===== src/rtl/axis_img_source.sv =====
// ---------------------------------------------------------------------------
// axis_img_source
//
// AXI4-Stream test-pattern image source. On a start request it emits one
// frame of IMG_W x IMG_H pixels. Each pixel value is its raster index
// (y*IMG_W + x) truncated to DATA_W bits. TUSER marks the first pixel of the
// frame and TLAST marks the last pixel of every line. Optional idle cycles
// can be inserted every GAP_EVERY transfers to exercise downstream
// consumers. The block also tracks consumer back-pressure: it keeps a
// consecutive stall counter and sets a sticky "blocked" flag once the
// counter reaches BLOCK_LIMIT.
//
// Parameters
//   DATA_W       pixel / TDATA width in bits
//   IMG_W        pixels per line
//   IMG_H        lines per frame
//   GAP_EVERY    transfers between inserted idle cycles (when gap_en=1)
//   BLOCK_LIMIT  consecutive stalled cycles before blocked is raised
//
// Ports
//   ap_clk         clock, all state changes on the rising edge
//   ap_rst_n       asynchronous active-low reset
//   start          frame request, only honoured while idle
//   gap_en         enables periodic idle-cycle insertion, sampled per transfer
//   img_in_TDATA   pixel data
//   img_in_TVALID  data valid
//   img_in_TREADY  consumer ready
//   img_in_TLAST   last pixel of a line
//   img_in_TUSER   first pixel of the frame
//   busy           high while a frame is in progress
//   done           one-cycle pulse after the final transfer
//   blocked        sticky flag, stall limit was reached during this frame
//   stall_cnt      current consecutive stall count (saturating)
// ---------------------------------------------------------------------------
module axis_img_source #(
    parameter int DATA_W      = 8,
    parameter int IMG_W       = 16,
    parameter int IMG_H       = 16,
    parameter int GAP_EVERY   = 4,
    parameter int BLOCK_LIMIT = 64
) (
    input  logic              ap_clk,
    input  logic              ap_rst_n,
    input  logic              start,
    input  logic              gap_en,
    output logic [DATA_W-1:0] img_in_TDATA,
    output logic              img_in_TVALID,
    input  logic              img_in_TREADY,
    output logic              img_in_TLAST,
    output logic              img_in_TUSER,
    output logic              busy,
    output logic              done,
    output logic              blocked,
    output logic [15:0]       stall_cnt
);

    // Counter widths are kept at least one bit wide so degenerate
    // configurations (single pixel line, single line frame, gap every
    // transfer) still elaborate.
    localparam int X_W = (IMG_W > 1) ? $clog2(IMG_W) : 1;
    localparam int Y_W = (IMG_H > 1) ? $clog2(IMG_H) : 1;
    localparam int G_W = (GAP_EVERY > 1) ? $clog2(GAP_EVERY) : 1;

    localparam logic [X_W-1:0] X_LAST         = X_W'(IMG_W - 1);
    localparam logic [Y_W-1:0] Y_LAST         = Y_W'(IMG_H - 1);
    localparam logic [G_W-1:0] G_LAST         = G_W'(GAP_EVERY - 1);
    localparam logic [15:0]    STALL_MAX      = 16'hFFFF;
    localparam logic [15:0]    STALL_LIMIT    = 16'(BLOCK_LIMIT);
    localparam logic           FIRST_IS_LAST  = (IMG_W == 1);

    typedef enum logic [1:0] {
        IDLE = 2'd0,
        SEND = 2'd1,
        GAP  = 2'd2,
        DONE = 2'd3
    } state_t;

    state_t         state;
    logic [X_W-1:0] x;
    logic [Y_W-1:0] y;
    logic [G_W-1:0] xfer_cnt;

    logic           xfer;
    logic           x_end;
    logic           y_end;
    logic           gap_hit;
    logic [X_W-1:0] x_next;
    logic [Y_W-1:0] y_next;

    // A beat is accepted whenever valid and ready meet. The coordinate of
    // the beat currently presented is (x, y); x_next/y_next give the
    // coordinate of the beat that follows it in raster order.
    assign xfer    = img_in_TVALID & img_in_TREADY;
    assign x_end   = (x == X_LAST);
    assign y_end   = (y == Y_LAST);
    assign gap_hit = gap_en & (xfer_cnt == G_LAST);
    assign x_next  = x_end ? '0 : x + 1'b1;
    assign y_next  = x_end ? y + 1'b1 : y;

    // Frame sequencer with fully registered stream and status outputs.
    // TDATA is advanced by a running increment rather than recomputed as
    // y*IMG_W + x: consecutive raster indices differ by exactly one, and the
    // DATA_W-bit adder wraps naturally, which yields the truncated index
    // without a multiplier. The output registers are only updated on an
    // accepted beat, so they hold steady while the consumer stalls.
    always_ff @(posedge ap_clk or negedge ap_rst_n) begin
        if (!ap_rst_n) begin
            state         <= IDLE;
            x             <= '0;
            y             <= '0;
            xfer_cnt      <= '0;
            img_in_TDATA  <= '0;
            img_in_TVALID <= 1'b0;
            img_in_TLAST  <= 1'b0;
            img_in_TUSER  <= 1'b0;
            busy          <= 1'b0;
            done          <= 1'b0;
            blocked       <= 1'b0;
            stall_cnt     <= '0;
        end else begin
            done <= 1'b0;

            // The flag rises one cycle after the counter reaches the limit
            // and stays up; only a new accepted start (below) clears it.
            if (stall_cnt >= STALL_LIMIT) begin
                blocked <= 1'b1;
            end

            case (state)
                IDLE: begin
                    if (start) begin
                        state         <= SEND;
                        x             <= '0;
                        y             <= '0;
                        xfer_cnt      <= '0;
                        stall_cnt     <= '0;
                        blocked       <= 1'b0;
                        busy          <= 1'b1;
                        img_in_TVALID <= 1'b1;
                        img_in_TDATA  <= '0;
                        img_in_TUSER  <= 1'b1;
                        img_in_TLAST  <= FIRST_IS_LAST;
                    end
                end

                SEND: begin
                    if (xfer) begin
                        stall_cnt <= '0;
                        // End of frame wins over a pending gap so the
                        // frame never finishes with a trailing idle cycle.
                        if (x_end && y_end) begin
                            state         <= DONE;
                            done          <= 1'b1;
                            img_in_TVALID <= 1'b0;
                            img_in_TDATA  <= '0;
                            img_in_TLAST  <= 1'b0;
                            img_in_TUSER  <= 1'b0;
                            x             <= '0;
                            y             <= '0;
                        end else begin
                            x            <= x_next;
                            y            <= y_next;
                            img_in_TDATA <= img_in_TDATA + 1'b1;
                            img_in_TLAST <= (x_next == X_LAST);
                            img_in_TUSER <= 1'b0;
                            // With gaps disabled the transfer counter is
                            // frozen so re-enabling gap_en resumes counting
                            // from where it stopped.
                            if (gap_en) begin
                                if (gap_hit) begin
                                    state         <= GAP;
                                    img_in_TVALID <= 1'b0;
                                    xfer_cnt      <= '0;
                                end else begin
                                    xfer_cnt <= xfer_cnt + 1'b1;
                                end
                            end
                        end
                    end else if (stall_cnt != STALL_MAX) begin
                        stall_cnt <= stall_cnt + 16'd1;
                    end
                end

                // Single idle beat; the next pixel is already staged in the
                // output registers and is presented again on return.
                GAP: begin
                    state         <= SEND;
                    img_in_TVALID <= 1'b1;
                end

                DONE: begin
                    state <= IDLE;
                    busy  <= 1'b0;
                end

                default: begin
                    state         <= IDLE;
                    busy          <= 1'b0;
                    img_in_TVALID <= 1'b0;
                end
            endcase
        end
    end

endmodule


===== config.mk =====
export PLATFORM = sky130hd
export DESIGN_NAME = axis_img_source
export DESIGN_NICKNAME = d
export VERILOG_FILES = /design/src/rtl/axis_img_source.sv
export SDC_FILE = /design/constraint.sdc
export NUM_CORES = 1
export LEC_CHECK = 0
export ABC_AREA = 0
export ABC_CLOCK_PERIOD_IN_PS = 2200
export CAP_MARGIN = 15
export CORE_MARGIN = 2
export CORE_UTILIZATION = 50
export DETAILED_ROUTE_END_ITERATION = 12
export PLACE_DENSITY = 0.81
export SYNTH_ARGS = -nofsm -noshare
export SYNTH_HDL_FRONTEND = slang
export SYNTH_SLANG_ARGS = --single-unit

===== constraint.sdc =====
create_clock -name ap_clk -period 2.2 [get_ports ap_clk]
set_clock_uncertainty 0.1 [all_clocks]
set_input_delay 0.22 -clock ap_clk [delete_from_list [all_inputs] [get_ports ap_clk]]
set_output_delay 0.22 -clock ap_clk [all_outputs]
set_load 0.02 [all_outputs]

**After elaboration in Yosys (flattened, before gate mapping)**

Index checks and enable logic that the tools add are counted.

- Flip-flop bits (word level): 42
- Latch bits: 0
- Bits in writable memories: 0
- Bits in read-only memories: 0
- Bits of input ports: 5
- Output and inout bits: 30
- Word-level logic and storage cells: 96
- Memories: 0

- Add/sub/neg operators: 5
- $mul: 0
- Div/mod/pow operators: 0
- $lt $le $gt $ge: 1
- Equal/unequal tests: 16
- Shifts and indexed selects: 0
- Mux-type cells: 48
- Bitwise operators: 2
- Reduce and logical (&&, ||, !) cells: 12

Operators with widths:

| operator | count |
|---|---|
| 2-to-1 mux 16 bit | 3 |
| one-hot mux 16 bit (2 select lines) | 1 |
| 2-to-1 mux 4 bit | 7 |
| 2-to-1 mux 8 bit | 3 |
| 2-to-1 mux 2 bit | 10 |
| adder 16 x 1 -> 16 bit, second input constant | 1 |
| greater-or-equal comparator 16 x 7 -> 1 bit, second input constant | 1 |
| != test 16 bit, second input constant | 1 |
| one-hot mux 4 bit (2 select lines) | 2 |
| one-hot mux 8 bit (2 select lines) | 1 |
| 2-to-1 mux 1 bit | 15 |
| == test 4 bit, second input constant | 3 |
| != test 3 bit, second input constant | 4 |
| AND reduction 5 bit | 2 |
| adder 4 x 1 -> 4 bit, second input constant | 2 |
| adder 8 x 1 -> 8 bit, second input constant | 1 |
| != test 2 bit, second input constant | 4 |
| one-hot mux 2 bit (4 select lines) | 1 |
| AND reduction 4 bit | 2 |
| == test 2 bit, second input constant | 3 |
| one-hot mux 1 bit (2 select lines) | 3 |
| AND reduction 3 bit | 2 |
| one-hot mux 2 bit (2 select lines) | 1 |
| nonzero test 2 bit | 2 |
| 8 further kinds | 9 |

**Logic depth before layout (Yosys ltp)**

- Depth in word-level cells: 7
- Gate-level depth with buffers: 8
- Mapped depth without buffers: 5

**Least setup slack after synthesis**

Ideal clock, no wire load.

- Path kind: reg2reg
- Start point: reg stall_cnt[1]
- End point: reg stall_cnt[14]
- Library setup time: 0.077 ns
- Arrival: 1.758 ns
- Data required time: 2.023 ns
- Setup slack: 0.264 ns
- Stages on the path, launching flop included: 6
- Path buffers: 0
- Clock period less this slack: 1.936 ns
- Cell sequence: dfrtp_1 -> ha_1 -> and4_1 -> nand2_1 -> or4_1 -> a21oi_1

- Cells in the longest elaborated chain, start to end: 4
- Elaborated cells between the ends (all ways): 7
- Those cells by class: add/sub (1); eq/ne (2); mux (3); reduce/logical (1)

RTL lines:

| what | line | RTL |
|---|---|---|
| start: declaration | 54 | `output logic [15:0] stall_cnt` |
| start signal: assignment | 180 | `stall_cnt <= stall_cnt + 16'd1;` |
| adder 16 x 1 -> 16 bit | 180 |  |
| 2-to-1 mux 16 bit | 179 | `end else if (stall_cnt != STALL_MAX) begin` |
| 2-to-1 mux 16 bit | 147 | `if (xfer) begin` |
| one-hot mux 16 bit (2 select lines) | 129 | `case (state)` |

Parallel ways exist; a longest one is shown, timed or not. The select of a mux whose other input is x is not followed.
A chain may end at the register's enable or synchronous reset.

**Final worst setup path**

- Start point: reg stall_cnt[0]
- End point: reg stall_cnt[8]

Same word-level chain as after synthesis.

==> results.cfg <==
[outcome]
status = finished, final reports clean

[drt]
ant_nets = 0
drt-pass1-iter-count = 4
wl_per_cell_um = 16.1
vias = 2154
drc = 0
initialDrtViolationCount = 215
drt-total-wl_um = 5740
vias_per_cell = 6.05

[global_routing]
grt_use_met3_pct = 4.28
grt_max_degree = 24
use_met2_pct = 36.2
grtUsageTotal_pct = 23.8
grt_pass1_wl_um = 9820
overflow = 0
globalRoute.busiestLayer = met2
antenna_found_initial = 0
grt_pass1_vias = 2083
met1_usage_pct = 34.9

[synth]
synth.top_cell.area_share_pct = 44.6
synth.distinct_cells = 48
yosysTopAreaCell = dfrtp_1
yosysMostFrequentCell = dfrtp_1
syn_area_um2 = 2360
synth.yosys.seq_area_share_pct = 44.6
synthArstFlopShare_pct = 100
synth_common_cells = dfrtp_1, o21ai_0, nand2_1, nand3_1, nor2_1
syn_avg_cell_area_um2 = 9.24
netlist_instances = 255
synth_edf_count = 0
synth_area_leaders = dfrtp_1, o21ai_0, nand3_1
synthFlopType = dfrtp_1
ys_ff_latch = 42
synth-warning-count = 0
syn_nets = 267

[clock_network]
cts_setup_buffers = 0
clkSlewWorstSetupHoldPaths_ns = 0.08
cts_made_buffers = 5
clock_latency_ns = 0.30
cts_tree = built
cts-htree-levels = 2
cts_buffer_depth = 2
clock-sinks = 42
root_buffer = clkbuf_8

[timing]
period_share_pct = 87.8
setup_viol = 0
period_needed_ns = 1.93
setup_ws_ns = 0.267
hold_viol = 0
worst_pin_slew_ns = 0.571
max_freq_mhz = 517
relSlewSlack_pct = 61.6
tns_ns = 0
rsz0062_at_grt = false
report.final.slew_viol_count = 0

[setup_path]
worst-endpoint-required_ns = 2.26
r2r_start = stall_cnt[0]
worstSetupEndpointType = flop
crit_arrival_ns = 1.99
worstSetupPathType = flop to flop
critPathMaxFanout = 6
cp-start-kind = flop
crit_path_start = stall_cnt[0]

[finish]
num-fill-cells = 390
drive_gt1_share_pct = 9.54
n_antenna_cell = 0
nets = 315
synthToLayoutAreaGrowth_pct = 23.8

[floorplanning]
die_w_um = 72.6
dieArea_um2 = 5280
core_area_um2 = 4440
num_io_pins = 35
die_h_um = 72.6
start_util_pct = 53.0
rows = 24

[place]
globalplace.congestion = 0.922
dp_slack_ns = 0.132
dp_hpwl_um = 4230
io_buffers = 34

[power_and_ir_drop]
powerDensity_nw_per_um2 = 1010
ir_worst_vdd_v = 0.000554
power.leakage_nw = 1.25

[hold_path]
hold_class = primary input to async pin

[job]
drv_cap = 0
==> worst max-delay path, stage by stage (launching register included) <==
cell     delay (ns)
dfrtp_1        0.39
ha_1           0.23
and4_1         0.25
and4_1         0.23
a21oi_1        0.44
a31oi_1        0.16
==> path summary, 6_finish.rpt <==
path                                endpoint  slack [ns]  depth (start not counted)
worst max-delay path            stall_cnt[8]        0.27                          5
worst min-delay path            stall_cnt[0]        0.33                          2
worst max register to register  stall_cnt[8]        0.27                          5
worst min register to register  img_in_TLAST        0.39                          2
max in group asynchronous            blocked        1.10                          3
min in group ap_clk             img_in_TLAST        0.39                          2
==> cell type report <==
type / count / area, um2 / share of cell area, %
Clock inverter: 1 / 5.00 / 0.172
Sequential cell: 42 / 1050 / 36.0
Inverter: 8 / 30.0 / 1.03
Clock buffer: 7 / 86.3 / 2.96
Tap cell: 52 / 65.1 / 2.23
Timing Repair Buffer: 52 / 473 / 16.2
Multi-Input combinational cell: 194 / 1210 / 41.4
==> per-layer routing <==
layer	vias to the layer above	part of all wire [%]	wire length, um
met5	-	0	0
met4	0	1.6	89
met3	12	6.2	358
met2	78	45	2610
met1	1015	47	2680
li1	1049	-	-
==> placed cells by master (no fill, tap or decap), types with 2 or more instances in the layout <==
master           netlist  layout
clkbuf_8               0       6
mux2i_1                2       2
and4_1                 4       4
or3_1                  2       2
o21ai_0               26      26
nor2b_1                5       5
a21o_1                 2       2
nand4_1                5       5
xnor2_1                2       2
nor2_1                15      15
ha_1                   7       7
a31oi_1                4       4
clkdlybuf4s50_1        0      33
nand2_1               21      21
a21oi_1               11      11
o21ai_1                2       2
or4_1                  2       2
o31ai_1                7       7
and2_1                 3       3
a22o_1                 8       8
dfrtp_1               42      42
nor4_1                 4       4
nand3_1               21      21
o2bb2ai_1              2       2
nand2b_1               5       5
and3_1                 7       7
inv_1                  8       8
buf_4                  3      17
a211oi_1               2       2
a2bb2oi_1              2       2
nor3_1                 6       6
==> cell families (layout without fill, tap and decap cells) <==
group / after synthesis / after routing / synth area share, %
and+or+nand+nor: 103 / 103 / 23.3
AOI/OAI and AO/OA: 79 / 79 / 22.3
DFF: 42 / 42 / 44.6
buffers and inverters: 19 / 68 / 4.20
adders and majority gates: 7 / 7 / 3.72
xor gates and xnor gates: 3 / 3 / 1.12
muxes: 2 / 2 / 0.850
==> report_power, final <==
part / internal [mW] / switching, mW
Sequential: 0.937 / 0.172
Combinational: 0.545 / 0.775
Clock: 0.254 / 0.269
Total: 1.74 / 1.22
==> flip-flops by register name, summed over array words and instances, names as in the netlist <==
name,cells
stall_cnt,16
img_in_TDATA,8
x,4
y,4
state,2
xfer_cnt,2
blocked,1
busy,1
done,1
img_in_TLAST,1
img_in_TUSER,1
img_in_TVALID,1
==> repair_timing <==
action                                 in CTS  in global routing
endpoints found under the hold margin      21                  0
gates resized for setup                     0                  0
hold buffers                                1                  0
==> metrics by stage <==
| step | util [%] | cell area, um2 | total power [mW] | hold WS [ns] | instances |
|---|---|---|---|---|---|
| after floorplan | - | 2360 | 1.94 | -0.176 | 255 |
| after global placement | 63.3 | 2820 | 2.39 | 0.120 | 347 |
| after detailed placement | 63.3 | 2820 | 2.43 | 0.123 | 347 |
| after CTS | 65.6 | 2920 | 2.95 | 0.341 | 356 |
| after global routing | 65.6 | 2920 | 3.16 | 0.388 | 356 |
| final | 65.6 | 2920 | 2.95 | 0.326 | 356 |
(Power assumes the default switching activity.)
